===== src/rtl/i2c_target_regfile_if.sv =====
// I2C pin bundle between a bus master (or pad logic) and the register-file target.
interface i2c_target_regfile_if;
  logic SCL;
  logic SDA_in;
  logic SDA_out;

  modport master (output SCL, output SDA_in, input SDA_out);
  modport slave  (input SCL, input SDA_in, output SDA_out);
endinterface


===== src/rtl/i2c_target_regfile.sv =====
// I2C target with a byte-wide register file, pointer auto-increment and repeated START.
// Optional: define I2C_RO_ID_EN to make register 0 a read-only ID_VALUE.
module i2c_target_regfile #(
  parameter logic [6:0] TARGET_ADDR = 7'h20,
  parameter int         NUM_REGS    = 32,
  parameter logic [7:0] ID_VALUE    = 8'hA5,
  localparam int        PTR_W       = $clog2(NUM_REGS)
) (
  input  logic                    clock,
  input  logic                    reset,
  i2c_target_regfile_if.slave     bus,
  output logic [8*NUM_REGS-1:0]   regs_packed,
  output logic                    wr_strobe,
  output logic [PTR_W-1:0]        wr_index,
  output logic                    busy
);

  typedef enum logic [2:0] {IDLE, ADDR, PTR, WRITE, READ, READ_ACK} state_e;

  logic [1:0] scl_sync_q, sda_sync_q;
  logic       scl_prev_q, sda_prev_q;
  logic       scl_rise_q, scl_fall_q, start_q, stop_q;

  // sda_prev_q is the SDA level aligned with the registered SCL edge pulses
  always_ff @(posedge clock or posedge reset) begin
    if (reset) begin
      scl_sync_q <= 2'b11;
      sda_sync_q <= 2'b11;
      scl_prev_q <= 1'b1;
      sda_prev_q <= 1'b1;
      scl_rise_q <= 1'b0;
      scl_fall_q <= 1'b0;
      start_q    <= 1'b0;
      stop_q     <= 1'b0;
    end else begin
      scl_sync_q <= {scl_sync_q[0], bus.SCL};
      sda_sync_q <= {sda_sync_q[0], bus.SDA_in};
      scl_prev_q <= scl_sync_q[1];
      sda_prev_q <= sda_sync_q[1];
      scl_rise_q <=  scl_sync_q[1] & ~scl_prev_q;
      scl_fall_q <= ~scl_sync_q[1] &  scl_prev_q;
      start_q    <=  scl_sync_q[1] &  scl_prev_q & ~sda_sync_q[1] &  sda_prev_q;
      stop_q     <=  scl_sync_q[1] &  scl_prev_q &  sda_sync_q[1] & ~sda_prev_q;
    end
  end

  state_e           state_q;
  logic [7:0]       regs_q    [NUM_REGS];
  logic [7:0]       regs_view [NUM_REGS];
  logic [7:0]       shift_q;
  logic [3:0]       cnt_q;
  logic             ack_q, mack_q;
  logic [PTR_W-1:0] ptr_q, widx_q;
  logic             sda_q, busy_q, strb_q;

  always_comb begin
    for (int j = 0; j < NUM_REGS; j++) regs_view[j] = regs_q[j];
`ifdef I2C_RO_ID_EN
    regs_view[0] = ID_VALUE;
`endif
  end

  for (genvar j = 0; j < NUM_REGS; j++) begin : g_pack
    assign regs_packed[8*j +: 8] = regs_view[j];
  end

  function automatic logic [PTR_W-1:0] ptr_inc(input logic [PTR_W-1:0] p);
    return (p == PTR_W'(NUM_REGS-1)) ? '0 : p + 1'b1;
  endfunction

  // In receive states cnt_q counts sampled bits; ack_q marks the ACK slot after bit 8.
  // In READ cnt_q counts driven bits; bit 7 goes out on entry.
  always_ff @(posedge clock or posedge reset) begin
    if (reset) begin
      state_q <= IDLE;
      for (int j = 0; j < NUM_REGS; j++) regs_q[j] <= '0;
      shift_q <= '0;
      cnt_q   <= '0;
      ack_q   <= 1'b0;
      mack_q  <= 1'b0;
      ptr_q   <= '0;
      widx_q  <= '0;
      sda_q   <= 1'b1;
      busy_q  <= 1'b0;
      strb_q  <= 1'b0;
    end else begin
      strb_q <= 1'b0;
      if (stop_q) begin
        state_q <= IDLE;
        sda_q   <= 1'b1;
        busy_q  <= 1'b0;
        cnt_q   <= '0;
        ack_q   <= 1'b0;
        mack_q  <= 1'b0;
      end else if (start_q) begin
        state_q <= ADDR;
        sda_q   <= 1'b1;
        busy_q  <= 1'b1;
        cnt_q   <= '0;
        ack_q   <= 1'b0;
        mack_q  <= 1'b0;
      end else begin
        case (state_q)
          ADDR, PTR, WRITE: begin
            if (scl_rise_q && cnt_q != 4'd8) begin
              shift_q <= {shift_q[6:0], sda_prev_q};
              cnt_q   <= cnt_q + 4'd1;
            end else if (scl_fall_q && cnt_q == 4'd8) begin
              if (!ack_q) begin
                ack_q <= 1'b1;
                case (state_q)
                  ADDR:
                    if (shift_q[7:1] == TARGET_ADDR) sda_q <= 1'b0;
                    else state_q <= IDLE;
                  PTR:
                    if ({1'b0, shift_q} < 9'(NUM_REGS)) begin
                      ptr_q <= shift_q[PTR_W-1:0];
                      sda_q <= 1'b0;
                    end else state_q <= IDLE;
                  default: begin
`ifdef I2C_RO_ID_EN
                    if (ptr_q != '0) begin
                      regs_q[ptr_q] <= shift_q;
                      strb_q        <= 1'b1;
                      widx_q        <= ptr_q;
                    end
`else
                    regs_q[ptr_q] <= shift_q;
                    strb_q        <= 1'b1;
                    widx_q        <= ptr_q;
`endif
                    ptr_q <= ptr_inc(ptr_q);
                    sda_q <= 1'b0;
                  end
                endcase
              end else begin
                ack_q <= 1'b0;
                cnt_q <= '0;
                sda_q <= 1'b1;
                if (state_q == ADDR && shift_q[0]) begin
                  state_q <= READ;
                  shift_q <= regs_view[ptr_q];
                  sda_q   <= regs_view[ptr_q][7];
                  cnt_q   <= 4'd1;
                end else begin
                  state_q <= (state_q == ADDR) ? PTR : WRITE;
                end
              end
            end
          end
          READ: begin
            if (scl_fall_q) begin
              if (cnt_q == 4'd8) begin
                sda_q   <= 1'b1;
                cnt_q   <= '0;
                state_q <= READ_ACK;
              end else begin
                shift_q <= {shift_q[6:0], 1'b0};
                sda_q   <= shift_q[6];
                cnt_q   <= cnt_q + 4'd1;
              end
            end
          end
          READ_ACK: begin
            if (scl_rise_q) begin
              if (!sda_prev_q) begin
                mack_q <= 1'b1;
                ptr_q  <= ptr_inc(ptr_q);
              end else state_q <= IDLE;
            end else if (scl_fall_q && mack_q) begin
              mack_q  <= 1'b0;
              state_q <= READ;
              shift_q <= regs_view[ptr_q];
              sda_q   <= regs_view[ptr_q][7];
              cnt_q   <= 4'd1;
            end
          end
          default: ;
        endcase
      end
    end
  end

  assign bus.SDA_out = sda_q;
  assign wr_strobe   = strb_q;
  assign wr_index    = widx_q;
  assign busy        = busy_q;

endmodule


===== src/flat_wrapper.sv =====
// flat-port wrapper written by rule: the top's interface ports become plain ports
module i2c_target_regfile_flat 
#(
  parameter logic [6:0] TARGET_ADDR = 7'h20,
  parameter int         NUM_REGS    = 32,
  parameter logic [7:0] ID_VALUE    = 8'hA5,
  localparam int        PTR_W       = $clog2(NUM_REGS)
)
  (clock, reset, regs_packed, wr_strobe, wr_index, busy, bus_SCL, bus_SDA_in, bus_SDA_out);
  i2c_target_regfile_if bus_i ();
  input  logic clock;
  input  logic reset;
  output logic [8*NUM_REGS-1:0] regs_packed;
  output logic wr_strobe;
  output logic [PTR_W-1:0] wr_index;
  output logic busy;
  input wire logic [$bits(bus_i.SCL)-1:0] bus_SCL;
  input wire logic [$bits(bus_i.SDA_in)-1:0] bus_SDA_in;
  output wire logic [$bits(bus_i.SDA_out)-1:0] bus_SDA_out;
  assign bus_i.SCL = bus_SCL;
  assign bus_i.SDA_in = bus_SDA_in;
  assign bus_SDA_out = bus_i.SDA_out;
  i2c_target_regfile #(.TARGET_ADDR(TARGET_ADDR), .NUM_REGS(NUM_REGS), .ID_VALUE(ID_VALUE)) u_core (.clock(clock), .reset(reset), .bus(bus_i), .regs_packed(regs_packed), .wr_strobe(wr_strobe), .wr_index(wr_index), .busy(busy));
endmodule

===== config.mk =====
export PLATFORM = sky130hd
export DESIGN_NAME = i2c_target_regfile_flat
export DESIGN_NICKNAME = d
export VERILOG_FILES = /design/src/rtl/i2c_target_regfile_if.sv /design/src/rtl/i2c_target_regfile.sv /design/src/flat_wrapper.sv
export SDC_FILE = /design/constraint.sdc
export NUM_CORES = 1
export LEC_CHECK = 0
export ABC_AREA = 1
export CORE_MARGIN = 1.5
export CORE_UTILIZATION = 35
export CTS_BUF_LIST = sky130_fd_sc_hd__clkbuf_4 sky130_fd_sc_hd__clkbuf_8 sky130_fd_sc_hd__clkbuf_16
export CTS_CLUSTER_DIAMETER = 40
export DETAILED_ROUTE_END_ITERATION = 8
export RECOVER_POWER = 25
export SYNTH_ARGS = -nofsm -noshare
export SYNTH_HDL_FRONTEND = slang
export SYNTH_SLANG_ARGS = --single-unit

===== constraint.sdc =====
create_clock -name clock -period 25 [get_ports clock]
set_input_delay 5 -clock clock [delete_from_list [all_inputs] [get_ports clock]]
set_output_delay 5 -clock clock [all_outputs]
set_load 0.01 [all_outputs]

Word level (Yosys, flattened, before mapping)
Cells that the tools add are included.
{"block": "op_classes", "reduce_logical": 23, "bitwise_logic": 17, "addsub": 2, "magnitude_cmp": 3, "eq_ne": 40, "mux": 86}
{"op": "$bwmux W256", "count": 1}
{"op": "$mux W8", "count": 11}
{"op": "$bmux W8 S5", "count": 1}
{"op": "$demux W8 S5", "count": 1}
{"op": "$mux W3", "count": 13}
{"op": "$mux W4", "count": 9}
{"op": "$mux W1", "count": 35}
{"op": "$mux W5", "count": 7}
{"op": "$reduce_and A10 Y1", "count": 3}
{"op": "$pmux W8 S3", "count": 1}
{"op": "$pmux W5 S2", "count": 2}
{"op": "$ne A4 B1 Y1 const B", "count": 4}
{"op": "$ne A5 B1 Y1 const B", "count": 3}
{"op": "$ne A2 B2 Y1 const B", "count": 6}
{"op": "$ne A3 B1 Y1 const B", "count": 4}
{"op": "$ne A4 B4 Y1 const B", "count": 3}
{"op": "$ne A6 B2 Y1 const B", "count": 2}
{"op": "$ne A6 B3 Y1 const B", "count": 2}
{"op": "$pmux W4 S3", "count": 1}
{"op": "$reduce_bool A3 Y1", "count": 4}
{"op": "$not A1 Y1", "count": 9}
{"op": "$pmux W3 S3", "count": 1}
{"op": "$lt A8 B6 Y1 const B", "count": 1}
{"op": "$ne A2 B1 Y1 const B", "count": 4}
{"op": "other kinds (29)", "count": 43}
{"block": "totals", "reg_bits": 296, "output_inout_bits": 264, "inputBits": 4, "word_cells": 221}

Logic depth before layout (Yosys ltp)
{"block": "logic_depth", "ltp_word": 11, "depth_mapped": 14, "ltp_nobuf": 13}

Worst setup path after synthesis
Ideal clock, no wire load.
{"block": "synth_timing", "path_kind": "reg-to-output", "startpoint": "register u_core.sda_q (netlist: u_core.bus.SDA_out)", "endpoint": "output bus_SDA_out", "t_arrival_ns": 0.529, "setup_slack_ns": 19.471, "n_path_buf": 0, "t_required_ns": 20.000, "path_stages_with_launch": 1, "path_cell_list": "dfstp_2"}
{"element": "from (decl)", "line": "i2c_target_regfile.sv:54", "rtl": "logic sda_q, busy_q, strb_q;"}
{"element": "from (signal assigned)", "line": "i2c_target_regfile.sv:143", "rtl": "sda_q <= regs_view[ptr_q][7];"}
{"element": "from (signal assigned)", "line": "i2c_target_regfile.sv:159", "rtl": "sda_q <= shift_q[6];"}
{"element": "from (signal assigned)", "line": "i2c_target_regfile.sv:174", "rtl": "sda_q <= regs_view[ptr_q][7];"}
{"element": "to (decl)", "line": "flat_wrapper.sv:19", "rtl": "output wire logic [$bits(bus_i.SDA_out)-1:0] bus_SDA_out;"}
No word-level cell between the ends.

Worst setup path after layout
{"block": "layout_timing", "startpoint": "register u_core.ptr_q[0]", "endpoint": "register u_core.regs_q, in the netlist u_core.regs_packed[194]"}
{"block": "layout_via", "elab_chain_len": 6, "elab_cells_between_ends": 7, "cone_classes": "order compare: 2; mux: 3; bitwise: 1; reduce/logical: 1"}
{"element": "from (decl)", "line": "i2c_target_regfile.sv:53", "rtl": "logic [PTR_W-1:0] ptr_q, widx_q;"}
{"element": "from (signal assigned)", "line": "i2c_target_regfile.sv:117", "rtl": "ptr_q <= shift_q[PTR_W-1:0];"}
{"element": "from (signal assigned)", "line": "i2c_target_regfile.sv:132", "rtl": "ptr_q <= ptr_inc(ptr_q);"}
{"element": "from (signal assigned)", "line": "i2c_target_regfile.sv:168", "rtl": "ptr_q <= ptr_inc(ptr_q);"}
{"element": "$not A5 Y6 (implied by the code) (*)", "line": "i2c_target_regfile.sv:128", "rtl": "regs_q[ptr_q] <= shift_q;"}
{"element": "$ge A6 B6 Y1 (implied by the code) / $lt A6 B1 Y1 (equally long branches)", "line": "i2c_target_regfile.sv:128"}
{"element": "$logic_and A1 B1 Y1 (implied by the code)", "line": "i2c_target_regfile.sv:128"}
{"element": "$mux W8 (implied by the code)", "line": "i2c_target_regfile.sv:128"}
{"element": "$demux W8 S5 (*)", "line": "i2c_target_regfile.sv:128"}
{"element": "$bwmux W256 (*)", "line": "i2c_target_regfile.sv:128"}
{"element": "to (signal, indexed assignment)", "line": "i2c_target_regfile.sv:128"}
{"element": "to (decl)", "line": "i2c_target_regfile.sv:48", "rtl": "logic [7:0] regs_q [NUM_REGS];"}
Every way passes the cells marked *; elsewhere a longest branch is shown, timed or not.
A chain may end at the register's enable or synchronous reset.

==> run summary <==
Of the available clock period, the critical path in the final layout requires 0.340. 268 I/O pins were placed. The total wirelength of the detailed-routed design is 51300 µm.

The antenna diode count came out at 0. The mux share of post-synthesis cell area is 0. During synthesis, Yosys emitted a total of 0 warnings. The fraction of final layout cells sized beyond drive strength 1 is 0.0586. The data arrival time of the critical path came out at 8.97 ns. The first global-routing pass estimated 77000 µm of wire. Clock tree synthesis selected as its root buffer the cell sky130_fd_sc_hd__clkbuf_16. The worst setup path is of the reg -> reg kind. The floorplan step set the die height to 203 µm. Together, buffers and inverters on the worst path number 3. The sort of element at the start of the critical path is a register. The total of buffers placed on input and output ports is 267. The via count is 13.1k.

The depth of the most critical reg-to-reg path came out at 7. After floorplanning, the core was sized to cover 0.0390 mm². Counting I/O delays and the setup requirement, the final critical path takes 8.51 ns. The register bit total from synthesis came out at 296. The total CTS buffers is 45.

The end point of the most critical hold path is u_core.sda_sync_q[1]$_DFF_PP1_. The library cells used most frequently in the layout, excluding fill and tap cells, are sky130_fd_sc_hd__nand2_1, sky130_fd_sc_hd__o21ai_0, sky130_fd_sc_hd__dfrtp_1, sky130_fd_sc_hd__clkdlybuf4s50_1, sky130_fd_sc_hd__nor2_1. The HPWL after detailed placement is 33600 µm. For flop-to-flop paths, the worst setup slack is 16.49 ns. The number of clock sinks came out at 296. The placer congestion estimate is 0.838. The violation count after the first detailed-routing iteration is 1057. The layout net count is 1975. The post-synthesis instance area came out at 0.0139 mm². The worst pin sits at a relative slew slack of -1.73.

The library cell used most frequently in the layout, excluding fill and tap cells, is sky130_fd_sc_hd__nand2_1. The adder and majority cell fraction of the synthesized area came out at 0.00629. The vias per cell is 5.20. The routed length per placed instance is 20.4 µm. The final design utilization came out at 0.468. Once the clock tree was built, the resizer swapped 0 gates to a different size. The area of the die came out at 0.0410 mm².

The number of antenna violations at the first check in global routing is 0. The number of DRC violations after detailed routing came out at 0. The CTS clock-pin slew for the worst setup and hold paths is 0.06 ns.

The detailed-router iteration count before antenna repair is 5. Global routing finished with a remaining overflow of 0. The synthesized-area fraction occupied by ao, oa, aoi and oai cells is 0.174.

The worst-path maximum fanout came out at 80. Of the total synthesized cell area, the portion taken by AND, OR, NAND and NOR gates is 0.233. The via count of the first global-routing pass is 12.6k. The worst setup path is captured at a register. The startpoint identified for the worst register-to-register timing path is u_core.ptr_q[0]$_DFFE_PP0P_. The largest net degree at the start of global routing came out at 156. The number of buffers inserted to repair setup after CTS is 0. Traced cell by cell, the critical path runs through clkinvlp_2 -> clkbuf_1 -> ha_1 -> inv_1 -> nor2_1 -> nand2_1 -> o21ai_0.

For the final database, setup skew stands at 0.0181 ns. The width of the chip is 203 µm. The post-cts hold buffer count came out at 0. The run finished, with violations left. The area share of xor/xnor cells in the synthesized design is 0.000629. The capture instance of the worst register-to-register path is u_core.regs_packed[194]$_DFFE_PP0P_. The worst hold slack is 0.356 ns. The number of failing hold endpoints at the final stage is 0.

At the worst endpoint, the required time is 25.46 ns. The growth of design area from synthesis to finish came out at 31.1%. The path type of the worst min-delay path is reg -> reg. The number of maximum-capacitance violations is 5. The checks that failed: capacitance limit, slew limit. The worst voltage drop across the vdd grid is 0.0505 mV. The netlist uses 32 different library cells. In this run the most critical hold path is launched from u_core.sda_sync_q[0]$_DFF_PP1_. The power density over cell area is 101 mW/mm². TritonCTS built the clock tree. The global router's overall resource usage is 0.246. The leakage power came out at 0.00809 µW. The library cell contributing the largest single delay on the critical path is sky130_fd_sc_hd__clkbuf_1. The detail route stage leaves a number of antenna-violating nets equal to 0. The setup violation total in the final timing report came out at 0. The max-slew violation total from the final report came out at 280. The critical path starts at u_core.ptr_q[0]$_DFFE_PP0P_.

The peak clock frequency supported by timing came out at 118 MHz. The cell family contributing the most delay on the critical path is buffers and inverters. The final-layout setup total negative slack is 0 ns. Setup repair after global routing left no endpoint under its margin. The initial core utilization came out at 0.357. The maximum single-stage delay on the critical path came out at 2.66 ns.

A synthesized cell averages 8.00 µm². The sequential fraction of the synthesis area is 0.532. The synthesized netlist cell count came out at 1741. By area, the combinational part of the netlist is dominated by simple AND/OR/NAND/NOR gates. The level count of the clock H-tree came out at 2. After floorplanning, the core was divided into 72 placement rows. The clock latency of the later-clocked register in the worst-skew pair came out at 0.56 ns. At the pin with the least slew margin, the transition time is 4.09 ns. When the netlist entered floorplanning its net count stood at 1752. The number of instances on the worst hold path is 0. The longest clock path from root to sink contains 3 buffers.
## cell type report
type,count,area [µm²]
inverter,76,294
multi-input combinational,1260,5560
clock buffer,50,1190
tap,518,648
sequential,296,7420
clock inverter,29,350
timing repair buffer,285,2810
fill,3859,20700
## state kept, by name, indices dropped and copies added (netlist names), 2 cells and up
| register | flops |
|---|---|
| u_core.scl_sync_q | 2 |
| u_core.cnt_q | 4 |
| u_core.regs_packed | 256 |
| u_core.ptr_q | 5 |
| u_core.wr_index | 5 |
| u_core.shift_q | 8 |
| u_core.sda_sync_q | 2 |
| u_core.state_q | 3 |
## kinds of logic after synthesis
kind of cell	after synthesis
AND/OR/NAND/NOR	775
AO/OA/AOI/OAI	477
flip-flops	296
buffers and inverters	185
adder cells (fa/ha/maj)	7
XOR/XNOR	1
## routing by layer
| metal | routed length (µm) | GRT usage |
|---|---|---|
| met1 | 22100 | 0.337 |
| met2 | 23700 | 0.391 |
| met3 | 3770 | 0.0456 |
| met4 | 1630 | 0.0878 |
| met5 | 0 | 0 |
## power breakdown
part / internal (µW) / leakage, µW / switching (µW) / total (µW)
logic: 190 / 0.00329 / 448 / 638
clock network: 407 / 0.000734 / 240 / 647
registers: 511 / 0.00407 / 45.6 / 557
total: 1110 / 0.00809 / 734 / 1840
## worst max path at each step
stage | endpoint | slack, ns | cells after the start
4_1_cts | bus_SDA_out | 18.30 | 1
2_1_floorplan | u_core.ack_q$_DFFE_PP0P_ | 11.84 | 1
3_3_place_gp | u_core.ptr_q[0]$_DFFE_PP0P_ | 17.79 | 3
5_1_grt | u_core.regs_packed[195]$_DFFE_PP0P_ | 15.99 | 7
3_5_place_dp | u_core.ptr_q[0]$_DFFE_PP0P_ | 17.77 | 3
6_report | u_core.regs_packed[194]$_DFFE_PP0P_ | 16.49 | 7
## cells in the mapped netlist
library cell               number  area, µm²
sky130_fd_sc_hd__a31oi_1        1       6.26
sky130_fd_sc_hd__o21ai_0      412       2060
sky130_fd_sc_hd__inv_1         74        278
sky130_fd_sc_hd__o22ai_1       11       68.8
sky130_fd_sc_hd__a22oi_1        3       22.5
sky130_fd_sc_hd__nand3_1       30        150
sky130_fd_sc_hd__nand2_1      478       1790
sky130_fd_sc_hd__ha_1           7       87.6
sky130_fd_sc_hd__nor2_1       220        826
sky130_fd_sc_hd__a21o_1         1       7.51
sky130_fd_sc_hd__dfrtp_1      289       7230
sky130_fd_sc_hd__buf_2         37        185
sky130_fd_sc_hd__nand2_4       25        282
sky130_fd_sc_hd__inv_2          1       3.75
sky130_fd_sc_hd__nand4_1        3       18.8
sky130_fd_sc_hd__nor3_1         7       35.0
sky130_fd_sc_hd__a21oi_1       24        120
sky130_fd_sc_hd__dfstp_2        7        184
sky130_fd_sc_hd__nor2_2         1       6.26
sky130_fd_sc_hd__a211oi_1       1       7.51
sky130_fd_sc_hd__buf_1          3       11.3
sky130_fd_sc_hd__clkinv_1       1       3.75
sky130_fd_sc_hd__nor3_2         4       40.0
sky130_fd_sc_hd__xnor2_1        1       8.76
sky130_fd_sc_hd__nor2_8         3       60.1
sky130_fd_sc_hd__o21bai_1       1       7.51
sky130_fd_sc_hd__a32o_1         1       10.0
sky130_fd_sc_hd__buf_4          3       22.5
sky130_fd_sc_hd__nor2_4         2       22.5
sky130_fd_sc_hd__or2_2          2       12.5
sky130_fd_sc_hd__clkbuf_1      66        248
sky130_fd_sc_hd__o21ai_1       22        110
## stage by stage
| step | setup slack (ns) | area, µm² | instances | total power [µW] |
|---|---|---|---|---|
| 2_1_floorplan | 11.84 | 13900 | 1741 | 955 |
| 3_3_place_gp | 17.79 | 17000 | 2435 | 1190 |
| 3_5_place_dp | 17.77 | 17000 | 2435 | 1190 |
| 4_1_cts | 18.30 | 18500 | 2514 | 1840 |
| 5_1_grt | 15.99 | 18300 | 2514 | 1940 |
| 6_report | 16.49 | 18300 | 2514 | 1840 |
No activity file was read; power rests on OpenSTA's default activity.
==> RTL edit (config.mk and constraints unchanged) <==
`NUM_REGS` is set to 32 in 2 places; all go to 16.
--- a/src/rtl/i2c_target_regfile.sv
+++ b/src/rtl/i2c_target_regfile.sv
@@ -2,7 +2,7 @@
 // Optional: define I2C_RO_ID_EN to make register 0 a read-only ID_VALUE.
 module i2c_target_regfile #(
   parameter logic [6:0] TARGET_ADDR = 7'h20,
-  parameter int         NUM_REGS    = 32,
+  parameter int         NUM_REGS    = 16,
   parameter logic [7:0] ID_VALUE    = 8'hA5,
   localparam int        PTR_W       = $clog2(NUM_REGS)
 ) (
--- a/src/flat_wrapper.sv
+++ b/src/flat_wrapper.sv
@@ -2,7 +2,7 @@
 module i2c_target_regfile_flat 
 #(
   parameter logic [6:0] TARGET_ADDR = 7'h20,
-  parameter int         NUM_REGS    = 32,
+  parameter int         NUM_REGS    = 16,
   parameter logic [7:0] ID_VALUE    = 8'hA5,
   localparam int        PTR_W       = $clog2(NUM_REGS)
 )
Interface: changed (resized regs_packed and wr_index); port bits go from 268 to 139. The function was not compared with the original's and may differ.
==> RTL edit against the original RTL <==
The flow still finishes with violations (capacitance limit, slew limit). Largest power group is now combinational cells. Setup slack improved by 1.9 ns. Total power fell by 49%. Critical endpoint is now u_core.ptr_q[3]$_DFFE_PP0P_. Design area fell by 45%. Die area fell by 41%. Cell count fell by 44%. Hold slack improved by 0.0071 ns. Sequential cell count fell by 130. Clock skew fell by 0.0095 ns. Via count fell by 44%. Non-clock buffer count fell by 143. Routed wire length fell by 50%. Maximum frequency rose by 29%. Area after synthesis fell by 42%. Global-route usage fell by 2.9 points.
==> RTL edit: results (changes against the original RTL) <==
{| class="wikitable"
! Metric !! Value
|-
| Count of maximum capacitance violations || 1 (-4)
|-
| Power density of the placed cells || 93.8 nW/µm² (-7.0%)
|-
| Repair and plain buffers || 142 (-50%)
|-
| Crit Path Max Fanout || 96 (+20%)
|-
| Number of cells in the finished layout apart from fillers || 1414 (-44%)
|-
| Detailed Place HPWL || 17000 µm (-50%)
|-
| Fraction of area in multi-input gates || 32.2% (+1.8 points)
|-
| Pin count of the biggest net entering global routing || 97 (-38%)
|-
| Run status || complete, but fails checks
|-
| Xor and xnor fraction of the mapped netlist area || 0.325% (+0.26 points)
|-
| First-pass GRT wire length || 39600 µm (-49%)
|-
| Endpoint of the lowest-slack register-to-register path || u_core.shift_q[5]$_DFFE_PP0P_
|-
| Final weighted congestion in routability-driven placement || 0.818 (-2.5%)
|-
| Area added between synthesis and finish || 23.7%
|-
| Post-route core utilization || 44.2% (-2.7 points)
|-
| TritonCTS Buffers || 17 (-62%)
|-
| Total net switching power || 0.000400 W (-46%)
|-
| Total Nets Final || 1126 (-43%)
|-
| Routed wirelength normalized by instance count || 18.2 µm (-11%)
|-
| Commonest cells in the synthesized netlist || 259 x sky130_fd_sc_hd__nand2_1, 172 x sky130_fd_sc_hd__o21ai_0, 159 x sky130_fd_sc_hd__dfrtp_1, 141 x sky130_fd_sc_hd__nor2_1, 61 x sky130_fd_sc_hd__inv_1
|-
| Pins over their slew limit || 48 (-83%)
|-
| Failing checks || capacitance limit, slew limit
|-
| Total GRT Usage || 21.8% (-2.9 points)
|-
| Top post-synthesis cells by area || sky130_fd_sc_hd__dfrtp_1 49%, sky130_fd_sc_hd__nand2_1 12%, sky130_fd_sc_hd__o21ai_0 11%
|-
| Clk_lat worst skew || 0.42 ns (-0.14 ns)
|}
-- RTL edit: changes by cell type after synthesis, sizes merged, moves of 4 or more --
| cell | delta |
|---|---|
| nand2 | -233 |
| o211ai | +4 |
| nand4 | +9 |
| dfrtp | -130 |
| nor2 | -75 |
| o21ai | -223 |
| clkbuf | -46 |
| inv | -8 |
| nand3 | -13 |
| buf | -8 |
-- RTL edit: layer usage --
layer / global-route usage [%] / vias up / share of wire, %
met5: 0 / - / 0
met2: 32.5 / 271 / 44
met4: 5.54 / 0 / 1.4
met3: 4.37 / 27 / 7.4
met1: 32.1 / 3562 / 47
li1: - / 3478 / -
-- RTL edit: worst max-delay path by stage --
stage / startpoint / to / slack [ns] / cells after the start
2_1_floorplan: reset / u_core.ack_q$_DFFE_PP0P_ / 15.52 / 1
3_3_place_gp: reset / u_core.regs_packed[69]$_DFFE_PP0P_ / 17.82 / 3
3_5_place_dp: reset / u_core.regs_packed[69]$_DFFE_PP0P_ / 17.84 / 3
4_1_cts: reset / u_core.regs_packed[64]$_DFFE_PP0P_ / 18.29 / 3
5_1_grt: reset / u_core.regs_packed[44]$_DFFE_PP0P_ / 18.09 / 3
6_report: reset / u_core.ptr_q[3]$_DFFE_PP0P_ / 18.41 / 3
-- RTL edit: logic make-up after synthesis --
kind of cell,after synthesis
AND/OR/NAND/NOR,460
AO/OA/AOI/OAI,251
flip-flops,166
buffers and inverters,124
adder cells (fa/ha/maj),6
XOR/XNOR,3
-- RTL edit: worst max-delay path, cell delays in order --
cell                              delay, ns
sky130_fd_sc_hd__clkdlybuf4s50_1       0.47
sky130_fd_sc_hd__inv_6                 0.62
sky130_fd_sc_hd__buf_4                 0.85
